## config.mk

```make
export PLATFORM = sky130hd
export DESIGN_NAME = serial_subtractor
export DESIGN_NICKNAME = d
export VERILOG_FILES = /design/src/rtl/arith_pkg.sv /design/src/rtl/full_subtractor.sv /design/src/rtl/serial_subtractor.sv
export SDC_FILE = /design/constraint.sdc
export NUM_CORES = 1
export LEC_CHECK = 0
export ABC_AREA = 1
export CAP_MARGIN = 15
export CORE_ASPECT_RATIO = 1.5
export CORE_MARGIN = 2
export CORE_UTILIZATION = 52
export DETAILED_ROUTE_END_ITERATION = 16
export GPL_TIMING_DRIVEN = 0
export PLACE_DENSITY_LB_ADDON = 0.08
export SYNTH_ARGS = -nofsm -noshare
export SYNTH_HDL_FRONTEND = slang
export SYNTH_HIERARCHICAL = 1
export SYNTH_SLANG_ARGS = --single-unit
```

## constraint.sdc

```tcl
create_clock -name clk -period 1.59 [get_ports clk]
set_clock_uncertainty 0.15 [all_clocks]
set_input_delay 0.2385 -clock clk [delete_from_list [all_inputs] [get_ports clk]]
set_output_delay 0.2385 -clock clk [all_outputs]
set_load 0.03 [all_outputs]
```

## src/rtl/arith_pkg.sv

```systemverilog
// Shared definitions for the bit-serial arithmetic blocks: controller states
// and the legal operand width range.
package arith_pkg;

  // Legal operand width range for the serial engines
  localparam int MIN_W = 2;
  localparam int MAX_W = 32;

  // Controller states: wait for a request, walk the bits, present the result
  typedef enum logic [1:0] {
    IDLE  = 2'd0,
    SHIFT = 2'd1,
    DONE  = 2'd2
  } state_e;

endpackage

```

## src/rtl/full_subtractor.sv

```systemverilog
// One-bit full subtractor cell: d = a - b - bin, with borrow-out.
module full_subtractor (
  input  logic a,
  input  logic b,
  input  logic bin,
  output logic d,
  output logic bout
);

  // Difference bit is the parity of all three inputs
  assign d = a ^ b ^ bin;

  // Borrow when b exceeds a, or when they match and a borrow arrives
  assign bout = (~a & b) | (~(a ^ b) & bin);

endmodule

```

## src/rtl/serial_subtractor.sv

```systemverilog
// Bit-serial two's-complement subtractor. Computes a - b LSB-first through a
// single full-subtractor cell over WIDTH cycles, framed by start/busy/done.
module serial_subtractor
  import arith_pkg::*;
#(
  parameter int WIDTH = 8
) (
  input  logic             clk,
  input  logic             rst_n,
  input  logic             start,
  input  logic [WIDTH-1:0] a,
  input  logic [WIDTH-1:0] b,
  output logic             busy,
  output logic             done,
  output logic [WIDTH-1:0] diff,
  output logic             borrow,
  output logic             overflow
);

  localparam int CW = $clog2(WIDTH);

  // Reject unsupported widths while elaborating
  if (WIDTH < MIN_W || WIDTH > MAX_W) begin : g_bad_width
    $error("serial_subtractor: WIDTH=%0d outside legal range %0d..%0d",
           WIDTH, MIN_W, MAX_W);
  end

  state_e           state_q;
  logic [WIDTH-1:0] a_sr_q;
  logic [WIDTH-1:0] b_sr_q;
  logic [WIDTH-1:0] diff_q;
  logic [CW-1:0]    cnt_q;
  logic             bin_q;      // running borrow between bit positions
  logic             a_msb_q;    // operand sign bits kept for the overflow flag
  logic             b_msb_q;
  logic             busy_q;
  logic             done_q;
  logic             borrow_q;   // final borrow-out presented with done
  logic             ovf_q;

  logic             diff_bit_d;
  logic             borrow_bit_d;
  logic             last_bit;

  // Single shared arithmetic cell working on the current LSBs
  full_subtractor u_cell (
    .a    (a_sr_q[0]),
    .b    (b_sr_q[0]),
    .bin  (bin_q),
    .d    (diff_bit_d),
    .bout (borrow_bit_d)
  );

  assign last_bit = (cnt_q == CW'(WIDTH - 1));

  // Controller, datapath shift registers and registered flags
  always_ff @(posedge clk or negedge rst_n) begin
    if (!rst_n) begin
      state_q  <= IDLE;
      a_sr_q   <= '0;
      b_sr_q   <= '0;
      diff_q   <= '0;
      cnt_q    <= '0;
      bin_q    <= 1'b0;
      a_msb_q  <= 1'b0;
      b_msb_q  <= 1'b0;
      busy_q   <= 1'b0;
      done_q   <= 1'b0;
      borrow_q <= 1'b0;
      ovf_q    <= 1'b0;
    end else begin
      done_q <= 1'b0;
      unique case (state_q)
        IDLE, DONE: begin
          if (start) begin
            // Accept: capture operands and restart the bit walk
            a_sr_q  <= a;
            b_sr_q  <= b;
            a_msb_q <= a[WIDTH-1];
            b_msb_q <= b[WIDTH-1];
            bin_q   <= 1'b0;
            cnt_q   <= '0;
            busy_q  <= 1'b1;
            state_q <= SHIFT;
          end else begin
            state_q <= IDLE;
          end
        end
        SHIFT: begin
          a_sr_q <= a_sr_q >> 1;
          b_sr_q <= b_sr_q >> 1;
          diff_q <= {diff_bit_d, diff_q[WIDTH-1:1]};
          bin_q  <= borrow_bit_d;
          if (last_bit) begin
            // MSB processed: freeze flags and announce the result
            cnt_q    <= '0;
            busy_q   <= 1'b0;
            done_q   <= 1'b1;
            borrow_q <= borrow_bit_d;
            ovf_q    <= (a_msb_q != b_msb_q) && (diff_bit_d != a_msb_q);
            state_q  <= DONE;
          end else begin
            cnt_q <= cnt_q + 1'b1;
          end
        end
        default: begin
          busy_q  <= 1'b0;
          state_q <= IDLE;
        end
      endcase
    end
  end

  assign busy     = busy_q;
  assign done     = done_q;
  assign diff     = diff_q;
  assign borrow   = borrow_q;
  assign overflow = ovf_q;

endmodule
```

# Yosys cells after proc, flatten, opt, wreduce, memory -nomap -nowiden
# Index checks and enable logic that the tools add are counted.
[word_totals] regBits=36 elab_cells=52 output_inout_bits=12
[op_classes] reduce_logical=8 bitwise_logic=7 n_addsub=1 eq_ne=7 muxes=17
[ops] operator="$pmux W8 S2" count=2
[ops] operator="$mux W8" count=2
[ops] operator="$reduce_and A2 Y1" count=4
[ops] operator="$mux W1" count=6
[ops] operator="$mux W3" count=2
[ops] operator="$pmux W3 S2" count=1
[ops] operator="$ne A2 B2 Y1 const B" count=2
[ops] operator="$pmux W1 S2" count=2
[ops] operator="$pmux W2 S2" count=1
[ops] operator="$add A3 B1 Y3 const B" count=1
[ops] operator="$eq A3 B3 Y1 const B" count=1
[ops] operator="$and A1 B1 Y1" count=2
[ops] operator="$eq A2 B1 Y1 const B" count=1
[ops] operator="$eq A2 B2 Y1 const B" count=1
[ops] operator="$logic_not A2 Y1" count=1
[ops] operator="$mux W2" count=1
[ops] operator="$ne A1 B1 Y1" count=2
[ops] operator="$not A1 Y1" count=2
[ops] operator="$reduce_bool A2 Y1" count=1
[ops] operator="$reduce_or A2 Y1" count=1
[ops] operator="$xor A1 B1 Y1" count=2
[ops] operator="$logic_and A1 B1 Y1" count=1
[ops] operator="$or A1 B1 Y1" count=1

# Logic depth before layout (Yosys ltp)
# Gate-level depths: netlist of the first run.
[logic_depth] depth_word=5 ltp_mapped=8 mapped_depth_nobuf=7

# Cells and area by module
# The synthesis of the first run kept the hierarchy.
[by_module_without_submodules] module="serial_subtractor" cells_per_inst=211 seq_area_each_um2=900.9 instances=1 area_per_inst_um2=1707.9
[by_module_without_submodules] module="full_subtractor" cells_per_inst=4 seq_area_each_um2=0.0 instances=1 area_per_inst_um2=31.3

# Worst setup path before layout of the first run
# OpenSTA, ideal clock, no wires.
[synth_path] path_type="register to register" from="reg a_sr_q[0]" to="reg ovf_q (netlist: overflow)" n_path_buf=0 setup_time_ns=0.117 slack_ns=0.160 path_stages_with_launch=7 required_ns=1.323 arrival_time_ns=1.163 synth_period_minus_slack_ns=1.430 path_cell_list="dfrtp_1 fa_1 inv_1 nand3_1 nand2_1 nand2_1 nand2_1"
[synth_between] elab_chain_cells=4
[synth_lines] item="from (decl)" line="serial_subtractor.sv:29" source="logic [WIDTH-1:0] a_sr_q;"
[synth_lines] item="from (signal assigned)" line="serial_subtractor.sv:90" source="a_sr_q <= a_sr_q >> 1;"
[synth_lines] item="$xor A1 B1 Y1 (2 in series)" line="full_subtractor.sv:11" source="assign d = a ^ b ^ bin;"
[synth_lines] item="named net diff_bit_d" line="serial_subtractor.sv:41" source="logic diff_bit_d;"
[synth_lines] item="$ne A1 B1 Y1" line="serial_subtractor.sv:100" source="ovf_q <= (a_msb_q != b_msb_q) && (diff_bit_d != a_msb_q);"
[synth_lines] item="$logic_and A1 B1 Y1" line="serial_subtractor.sv:100"
[synth_lines] item="to (signal assigned)" line="serial_subtractor.sv:100"
[synth_lines] item="to (decl)" line="serial_subtractor.sv:39" source="logic ovf_q;"
# The timed path passes the listed nets, and every way through them passes these cells.
# A chain may end at the register's enable or synchronous reset.

# Worst setup path in the final report of the first run
[layout_path] from="reg bin_q" to="reg ovf_q (netlist: overflow)"
[layout_between] elab_chain_cells=3
[layout_lines] item="from (decl)" line="serial_subtractor.sv:33" source="logic bin_q;"
[layout_lines] item="from (signal assigned)" line="serial_subtractor.sv:93" source="bin_q <= borrow_bit_d;"
[layout_lines] item="$xor A1 B1 Y1" line="full_subtractor.sv:11"
[layout_lines] item="named net diff_bit_d" line="serial_subtractor.sv:41"
[layout_lines] item="$ne A1 B1 Y1" line="serial_subtractor.sv:100"
[layout_lines] item="$logic_and A1 B1 Y1" line="serial_subtractor.sv:100"
# The timed path passes the listed nets, and every way through them passes these cells.

==> flow_metrics.env, run 1 <==
export IMPL_status="completed"
export IMPL_grt_pass1_wl_um=5870
export IMPL_place_gp_congestion=0.770
export IMPL_clk_pin_slew_ns=0.07
export IMPL_synthArstFlopShare_pct=100
export IMPL_crit_top_cell="nand2_1"
export IMPL_synth_seq_cells=36
export IMPL_crit_type="flop to flop"
export IMPL_r2r_start="bin_q"
export IMPL_cp_top_family="adder cells"
export IMPL_via_per_inst=4.71
export IMPL_hpwl_um=2420
export IMPL_cts_root_buf="clkbuf_8"
export IMPL_leakage_nw=1.22
export IMPL_yosys_top_cells_area="dfrtp_1, nand2_1, inv_1, nand3_1, buf_6"
export IMPL_synth_top_area_share_pct=51.8
export IMPL_drive_above_1_share_pct=10.2
export IMPL_h_tree_depth=2
export IMPL_grt_pass1_vias=1381
export IMPL_synth_edf_count=0
export IMPL_numPlacedInstances=285
export IMPL_cp_max_fo=2
export IMPL_swShare_pct=43.1
export IMPL_fp_dieH_um=74.8
export IMPL_worstMarginPinSlew_ns=0.788
export IMPL_drt_iter0_markers=37
export IMPL_internal_power_w=0.00256
export IMPL_reg2regPathDepth=7
export IMPL_yosys_cell_count_top_type="nand2_1"
export IMPL_finalHoldViolCount=0
export IMPL_clk_path_buf_depth=2
export IMPL_crit_buf_inv=2
export IMPL_cp_startpoint="bin_q"
export IMPL_rsz0062_at_grt="no"
export IMPL_arrival_ns=1.55
export IMPL_drc=0
export IMPL_p_clk_share_pct=15.0
export IMPL_yosysUniqueCellTypes=15
export IMPL_area_growth_pct=24.9
export IMPL_sequentialPowerShare_pct=34.8
export IMPL_post_cts_setup_buffers=0
export IMPL_crit_cells=7
export IMPL_min_period_ns=1.51
export IMPL_wire_per_inst_um=11.7
export IMPL_setup_viol=0
export IMPL_start_util_pct=54.5
export IMPL_synthFlopType="dfrtp_1"
export IMPL_rows=25
export IMPL_drt_pass1_iter_count=4
export IMPL_drv_slew=0
export IMPL_worst_setup_path_end_kind="flop"
export IMPL_p_per_area_nw_per_um2=2070
export IMPL_drv_cap=0
export IMPL_reg2reg_to="overflow"
export IMPL_antenna_diode_count=0
export IMPL_grt_usage_pct=20.8
export IMPL_place_ws_ns=0.0283
export IMPL_overflow=0
export IMPL_irDropWorstVdd_mv=1.36
export IMPL_synth_seq_area_share_pct=51.8
export IMPL_postPlaceCellArea_um2=2080
export IMPL_finalNetCount=275
export IMPL_setup_tns_ns=0
export IMPL_synthesis_nets=237
export IMPL_synth_top_area_cell="dfrtp_1"
export IMPL_fin_ws_ns=0.0834
export IMPL_cts_buffers=5
export IMPL_die_area_um2=3830
export IMPL_switching_power_w=0.00194
export IMPL_syn_inst=215
export IMPL_max_slew_margin_pct=47.4
export IMPL_core_area_um2=3190
export IMPL_vias=1384
export IMPL_crit_end="overflow"
export IMPL_antenna_found_initial=0
export IMPL_r2r_slack_ns=0.08
export IMPL_wl_um=3450
export IMPL_fin_crit_sh_pct=94.8
export IMPL_cp_cell_sequence="inv_1 -> fa_1 -> inv_2 -> nand3_1 -> nand2_1 -> nand2_1 -> nand2_1"
export IMPL_port_buffers=30
export IMPL_die_x_um=51.2
export IMPL_cts_tree="yes"
export IMPL_grt_max_degree=37
export IMPL_p_comb_share_pct=50.2
export IMPL_hold_path_class="flop to flop"
export IMPL_start_kind="flop"
export IMPL_ant_nets=0
export IMPL_slowest_delay_ns=0.58
export IMPL_worstPathRequired_ns=1.63
export IMPL_power_total_w=0.00450
export IMPL_ys_warn_count=6
export IMPL_critical_path_slowest_cell="fa_1"
export IMPL_synthTopCellsByCount="nand2_1, inv_1, dfrtp_1"
export IMPL_max_freq_mhz=664
export IMPL_synth_area_per_cell_um2=8.09
export IMPL_final_cell_area_um2=2170
export IMPL_ios=31
export IMPL_syn_area_um2=1740
export IMPL_clock_latency_ns=0.29
export IMPL_cts_sinks=36
export IMPL_stdcell_count=294
==> power by group through the flow <==
stage          logic [W]  clock network, W  registers (W)
3_5_place_dp     0.00236                 0        0.00158
6_report         0.00226          0.000673        0.00157
4_1_cts          0.00228          0.000690        0.00157
2_1_floorplan    0.00144                 0        0.00181
3_3_place_gp     0.00232                 0        0.00159
5_1_grt          0.00258          0.000720        0.00162
==> layout by cell type (no fill, tap or decap), types with 2 or more instances in the layout <==
| master | count |
|---|---|
| ha_1 | 2 |
| dlygate4sd2_1 | 12 |
| inv_2 | 4 |
| nand3_1 | 30 |
| clkbuf_8 | 6 |
| o21ai_1 | 5 |
| inv_1 | 39 |
| nor2_1 | 2 |
| dfrtp_1 | 36 |
| buf_6 | 6 |
| clkdlybuf4s50_1 | 17 |
| buf_2 | 3 |
| nand2_1 | 74 |
| clkinv_2 | 2 |
| nand2_4 | 3 |
| o21ai_0 | 9 |
==> cells by family after synthesis <==
kind of cell / Yosys count / synth area share, %
buffers and inverters: 52 / 14.2
flip-flops: 36 / 51.8
AO/OA/AOI/OAI: 14 / 4.03
AND/OR/NAND/NOR: 110 / 27.3
adder cells (fa/ha/maj): 3 / 2.59
==> flip-flops by register name (all words and copies together), names as in the netlist, 2 cells and up <==
name and cells:
diff 8, b_sr_q 8, cnt_q 3, state_q 2, a_sr_q 8
==> what timing repair did <==
item,in CTS,in global routing
hold buffers,1,0
endpoints found under the hold margin,36,0
setup endpoints to repair,12,1
gates resized for setup,12,1
pin swaps,0,1
==> worst reg2reg max path, stage by stage, from the launching register on <==
cell and delay (ns):
dfrtp_1 0.35, inv_1 0.06, fa_1 0.58, inv_2 0.05
nand3_1 0.07, nand2_1 0.05, nand2_1 0.05, nand2_1 0.04
==> worst min-delay path by stage <==
stage	from	end	slack (ns)	cells after the start
4_1_cts	busy	busy	0.33	2
3_3_place_gp	bin_q	bin_q	0.31	2
2_1_floorplan	rst_n	a_msb_q	-0.21	0
6_report	busy	busy	0.32	2
5_1_grt	borrow	borrow	0.35	2
3_5_place_dp	rst_n	b_sr_q[5]	0.22	1
==> cell type report <==
| cell class | instances | area [um^2] |
|---|---|---|
| timing repair buffer | 31 | 290 |
| fill | 296 | 1020 |
| clock inverter | 2 | 10.0 |
| inverter | 44 | 170 |
| sequential | 36 | 901 |
| buffer | 8 | 77.6 |
| clock buffer | 6 | 82.6 |
| multi-input combinational | 127 | 591 |
| tap | 40 | 50.0 |
==> stage by stage <==
step,hold slack [ns],util [%]
2_1_floorplan,-0.207,-
3_3_place_gp,0.305,65.5
3_5_place_dp,0.223,65.3
4_1_cts,0.329,68.1
5_1_grt,0.351,68.1
6_report,0.320,68.1
==> per-layer routing <==
layer	up-vias	global-route usage (%)	share of wire [%]
li1	720	-	-
met2	31	36.1	48
met1	628	24.3	45
met5	-	0	0
met3	5	6.35	5.4
met4	0	7.89	1.7
Note: power is estimated with default switching activity, not from simulation.
==> run 2: changes to the inputs <==
GPL_TIMING_DRIVEN = unset   (was 0)
SLEW_MARGIN = 15   (was unset)
==> run 2 against run 1 <==
Compared with the run above:
- register-to-register slack about the same
- global-route usage is 0.35 points higher
- flip-flop and latch count did not move
- worst setup slack lost 0.010 ns
- clock power up 30%
- worst hold slack worse by 0.15 ns
- first-iteration DRC count rose by 2.7%
- cell count down 0.68%
- cell area up 0.75%
- combinational power down 6%
- critical endpoint unchanged
- largest power group unchanged
- fmax fell by 0.69%
- clock-buffer cell count increased by 1
- highest routed layer unchanged
==> flow_metrics.env, run 2 (synthesis gave the netlist of run 1 again) <==
export IMPL_sequentialPowerShare_pct=34.8
export IMPL_cp_max_fo=2
export IMPL_place_gp_congestion=0.768
export IMPL_ios=31
export IMPL_stdcell_count=292
export IMPL_leakage_nw=1.22
export IMPL_final_common_cell="nand2_1"
export IMPL_p_per_area_nw_per_um2=2100
export IMPL_grt_max_degree=37
export IMPL_start_kind="flop"
export IMPL_maxUsedRoutingLayer="met4"
export IMPL_r2r_slack_ns=0.07
export IMPL_p_clk_share_pct=19.1
export IMPL_drive_above_1_share_pct=9.13
export IMPL_clock_latency_ns=0.29
export IMPL_cts_root_buf="clkbuf_8"
export IMPL_grt_usage_pct=21.2
export IMPL_clk_pin_slew_ns=0.07
export IMPL_max_freq_mhz=659
export IMPL_setup_viol=0
export IMPL_ant_nets=0
export IMPL_fin_crit_sh_pct=95.4
export IMPL_drv_slew=0
export IMPL_final_cell_mix="nand2_1, inv_1, dfrtp_1, nand3_1, clkdlybuf4s50_1"
export IMPL_r2r_start="bin_q"
export IMPL_finalHoldViolCount=0
export IMPL_area_growth_pct=25.8
export IMPL_place_ws_ns=0.0733
export IMPL_drc=0
export IMPL_fp_dieH_um=74.8
export IMPL_numPlacedInstances=283
export IMPL_wl_met2_um=1810
export IMPL_p_comb_share_pct=46.2
export IMPL_switching_power_w=0.00190
export IMPL_die_area_um2=3830
export IMPL_drt_met1_wl_um=1390
export IMPL_grt_pass1_vias=1393
export IMPL_grt_pass1_wl_um=5980
export IMPL_via_per_inst=4.83
export IMPL_worstPathRequired_ns=1.62
export IMPL_overflow=0
export IMPL_fin_ws_ns=0.0730
export IMPL_drv_cap=0
export IMPL_h_tree_depth=2
export IMPL_antenna_diode_count=0
export IMPL_drt_iter0_markers=38
export IMPL_core_area_um2=3190
export IMPL_finalNetCount=273
export IMPL_vias=1410
export IMPL_rows=25
export IMPL_cts_tree="yes"
export IMPL_port_buffers=30
export IMPL_holdBufCountCts=0
export IMPL_internal_power_w=0.00268
export IMPL_reg2reg_to="overflow"
export IMPL_drt_pass1_iter_count=4
export IMPL_wl_um=3390
export IMPL_swShare_pct=41.5
export IMPL_status="completed"
export IMPL_antenna_found_initial=0
export IMPL_clk_path_buf_depth=2
export IMPL_reg2regPathDepth=7
export IMPL_arrival_ns=1.55
export IMPL_max_slew_margin_pct=78.0
export IMPL_worstMarginPinSlew_ns=0.331
export IMPL_cts_buffers=5
export IMPL_wl_met3_um=156
export IMPL_irDropWorstVdd_mv=1.18
export IMPL_crit_type="flop to flop"
export IMPL_hold_path_class="primary input to asynchronous set/reset pin"
export IMPL_hpwl_um=2490
export IMPL_cts_sinks=36
export IMPL_wire_per_inst_um=11.6
export IMPL_die_x_um=51.2
export IMPL_worst_setup_path_end_kind="flop"
export IMPL_start_util_pct=54.5
export IMPL_min_period_ns=1.52
run 2: cell count changes in the layout (fill, tap and decap cells not counted), sizes merged:
cell	previous run	this run
clkbuf	6	7
buf	9	7
dlygate4sd3	1	0
clkdlybuf4s50	17	18
clkinv	2	0
bufinv	0	1
run 2: area by class of cell:
type	count	area, um^2
Clock buffer	7	96.3
Clock inverter	1	30.0
Fill cell	278	1000
Inverter	44	170
Multi-Input combinational cell	127	591
Sequential cell	36	901
Tap cell	40	50.0
Timing Repair Buffer	37	350
run 2: worst max-delay path, cell delays in order (launching register included):
cell     delay [ns]
dfrtp_1        0.35
inv_1          0.06
fa_1           0.56
inv_1          0.06
nand3_1        0.07
nand2_1        0.05
nand2_1        0.06
nand2_1        0.05
run 2: metrics by stage:
stage	utilization (%)	instance area (um^2)	hold WS, ns	power [W]	TNS [ns]
finish	68.6	2190	0.175	0.00459	0
global route	68.6	2190	0.194	0.00498	-0.00267
CTS	68.4	2180	0.181	0.00462	0
detailed placement	64.9	2070	0.308	0.00383	0
global placement	64.9	2070	0.304	0.00376	0
floorplan	-	1740	-0.207	0.00325	0
run 2: how the worst max path moves through the flow:
stage                     slack [ns]      start        to  cells after the start
final                           0.07      bin_q  overflow                      7
after global routing          -0.003      bin_q  overflow                      7
after CTS                       0.06  a_sr_q[0]  overflow                      6
after detailed placement        0.07  a_sr_q[0]  overflow                      6
after global placement          0.08  a_sr_q[0]  overflow                      6
after floorplan                 0.16  a_sr_q[0]  overflow                      6
run 2: power by group through the flow:
stage               Sequential [W]  Clock [W]  Combinational, W
CTS                        0.00160   0.000891           0.00213
global placement           0.00160          0           0.00216
detailed placement         0.00162          0           0.00221
floorplan                  0.00181          0           0.00144
finish                     0.00160   0.000874           0.00212
global route               0.00164   0.000930           0.00241
run 2: metal layers:
layer,vias to the layer above,track usage (%)
li1,715,-
met1,661,22.8
met2,30,39.1
met3,4,6.15
met4,0,7.89
met5,-,0
run 2: what timing repair did:
action | 4_1_cts | 5_1_grt
gates resized for setup | 12 | 0
pin swaps | 0 | 1
setup endpoints to repair | 12 | 1
setup buffers | 0 | 1
cloned | 0 | 0
==> run 3: changes to the inputs <==
CORE_UTILIZATION = 25   (was 52)
==> run 3 against run 2 <==
Compared with the run above:
- clock-buffer cell count increased by 1
- worst hold slack improved by 0.11 ns
- non-clock buffer count increased by 5
- register-to-register slack improved by 0.02 ns
- largest cell class unchanged
- global-route usage decreased by 9.3 points
- first-iteration DRC count increased by 61%
- total power increased by 0.55%
- die area increased by 100%
- fmax increased by 1.2%
- utilization decreased by 35 points
- sequential power about the same
- clock power decreased by 22%
==> flow_metrics.env, run 3 (synthesis gave the netlist of run 1 again) <==
export IMPL_finalNetCount=278
export IMPL_setup_viol=0
export IMPL_min_period_ns=1.50
export IMPL_die_x_um=72.1
export IMPL_start_kind="flop"
export IMPL_grt_pass1_wl_um=6990
export IMPL_crit_type="flop to flop"
export IMPL_hpwl_um=2790
export IMPL_die_area_um2=7650
export IMPL_final_cell_mix="nand2_1, inv_1, dfrtp_1, nand3_1, clkdlybuf4s50_1"
export IMPL_place_ws_ns=0.0820
export IMPL_clock_latency_ns=0.28
export IMPL_vias=1419
export IMPL_arrival_ns=1.53
export IMPL_antenna_found_initial=0
export IMPL_grt_max_degree=37
export IMPL_cts_buffers=5
export IMPL_area_growth_pct=29.9
export IMPL_grt_usage_pct=11.8
export IMPL_drc=0
export IMPL_wire_per_inst_um=11.8
export IMPL_finalHoldViolCount=0
export IMPL_cts_sinks=36
export IMPL_cp_max_fo=2
export IMPL_hold_path_class="primary input to asynchronous set/reset pin"
export IMPL_start_util_pct=25.6
export IMPL_cts_root_buf="clkbuf_8"
export IMPL_grt_pass1_vias=1484
export IMPL_via_per_inst=4.24
export IMPL_fp_dieH_um=106
export IMPL_place_gp_congestion=0.728
export IMPL_antenna_diode_count=0
export IMPL_worstMarginPinSlew_ns=0.309
export IMPL_fin_crit_sh_pct=94.3
export IMPL_leakage_nw=1.24
export IMPL_cts_tree="yes"
export IMPL_status="completed"
export IMPL_drv_slew=0
export IMPL_overflow=0
export IMPL_setup_tns_ns=0
export IMPL_worst_setup_path_end_kind="flop"
export IMPL_irDropWorstVdd_mv=0.749
export IMPL_worstPathRequired_ns=1.62
export IMPL_fin_ws_ns=0.0911
export IMPL_drv_cap=0
export IMPL_p_per_area_nw_per_um2=2040
export IMPL_max_freq_mhz=667
export IMPL_rsz0062_at_grt="no"
export IMPL_max_slew_margin_pct=79.5
export IMPL_ant_nets=0
export IMPL_wl_um=3960
export IMPL_clk_pin_slew_ns=0.07
export IMPL_ios=31
export IMPL_h_tree_depth=2
export IMPL_clk_path_buf_depth=2
export IMPL_rows=37
export IMPL_drt_iter0_markers=61
export IMPL_drive_above_1_share_pct=10.9
export IMPL_drt_pass1_iter_count=4
export IMPL_final_common_cell="nand2_1"
export IMPL_port_buffers=30
export IMPL_core_area_um2=6810
[run 3: cell count changes in the layout (fill, tap and decap cells not counted), moves of 2 or more]
cell	previous run	this run
inv_1	40	38
clkbuf_1	0	2
buf_4	6	8
inv_2	3	5
buf_12	1	3
[run 3: metrics by stage]
stage	cells	utilization, %	total power [W]	cell area [um^2]	hold slack [ns]
global placement	325	31.8	0.00404	2170	0.0750
global route	335	33.2	0.00510	2260	0.312
CTS	334	33.1	0.00467	2250	0.300
finish	335	33.2	0.00461	2260	0.283
detailed placement	325	31.8	0.00404	2170	0.0727
floorplan	215	-	0.00325	1740	-0.207
[run 3: final timing paths]
kind,depth (start not counted),slack (ns),from,endpoint
worst max-delay path,7,0.09,b_sr_q[0],overflow
worst min-delay path,3,0.28,rst_n,b_sr_q[3]
worst max register to register,7,0.09,b_sr_q[0],overflow
worst min register to register,2,0.33,borrow,borrow
max in group asynchronous,3,0.80,rst_n,cnt_q[1]
min in group clk,2,0.33,borrow,borrow
[run 3: layer usage]
metal	track usage, %	part of all wire, %	vias to the layer above
li1	-	-	725
met1	13.9	44	662
met2	20.2	50	25
met3	2.94	4.5	7
met4	4.85	1.8	0
met5	0	0	-
[run 3: power breakdown]
part | switching (W) | leakage, nW | internal, W
Clock | 0.000326 | 0.0455 | 0.000354
Combinational | 0.00140 | 0.747 | 0.000940
Sequential | 0.000235 | 0.443 | 0.00135
Total | 0.00197 | 1.24 | 0.00265
[run 3: timing repair]
action | CTS | global route
hold buffers | 1 | 0
setup endpoints to repair | 12 | 1
gates resized for setup | 12 | 2
buffers inserted | 0 | 1
endpoints found under the hold margin | 36 | 0
pin swaps | 0 | 1
[run 3: cell type report]
| class | count | area (um^2) |
|---|---|---|
| timing repair buffer | 42 | 410 |
| clock buffer | 8 | 90.1 |
| inverter | 44 | 170 |
| fill | 758 | 4550 |
| tap | 78 | 97.6 |
| multi-input combinational | 127 | 591 |
| sequential | 36 | 901 |
[run 3: worst max-delay path, stage by stage, from the launching register on]
cell and delay [ns]:
dfrtp_1 0.36, inv_1 0.07, fa_1 0.55, inv_2 0.05, nand3_1 0.07, nand2_1 0.06, nand2_1 0.05, nand2_1 0.05
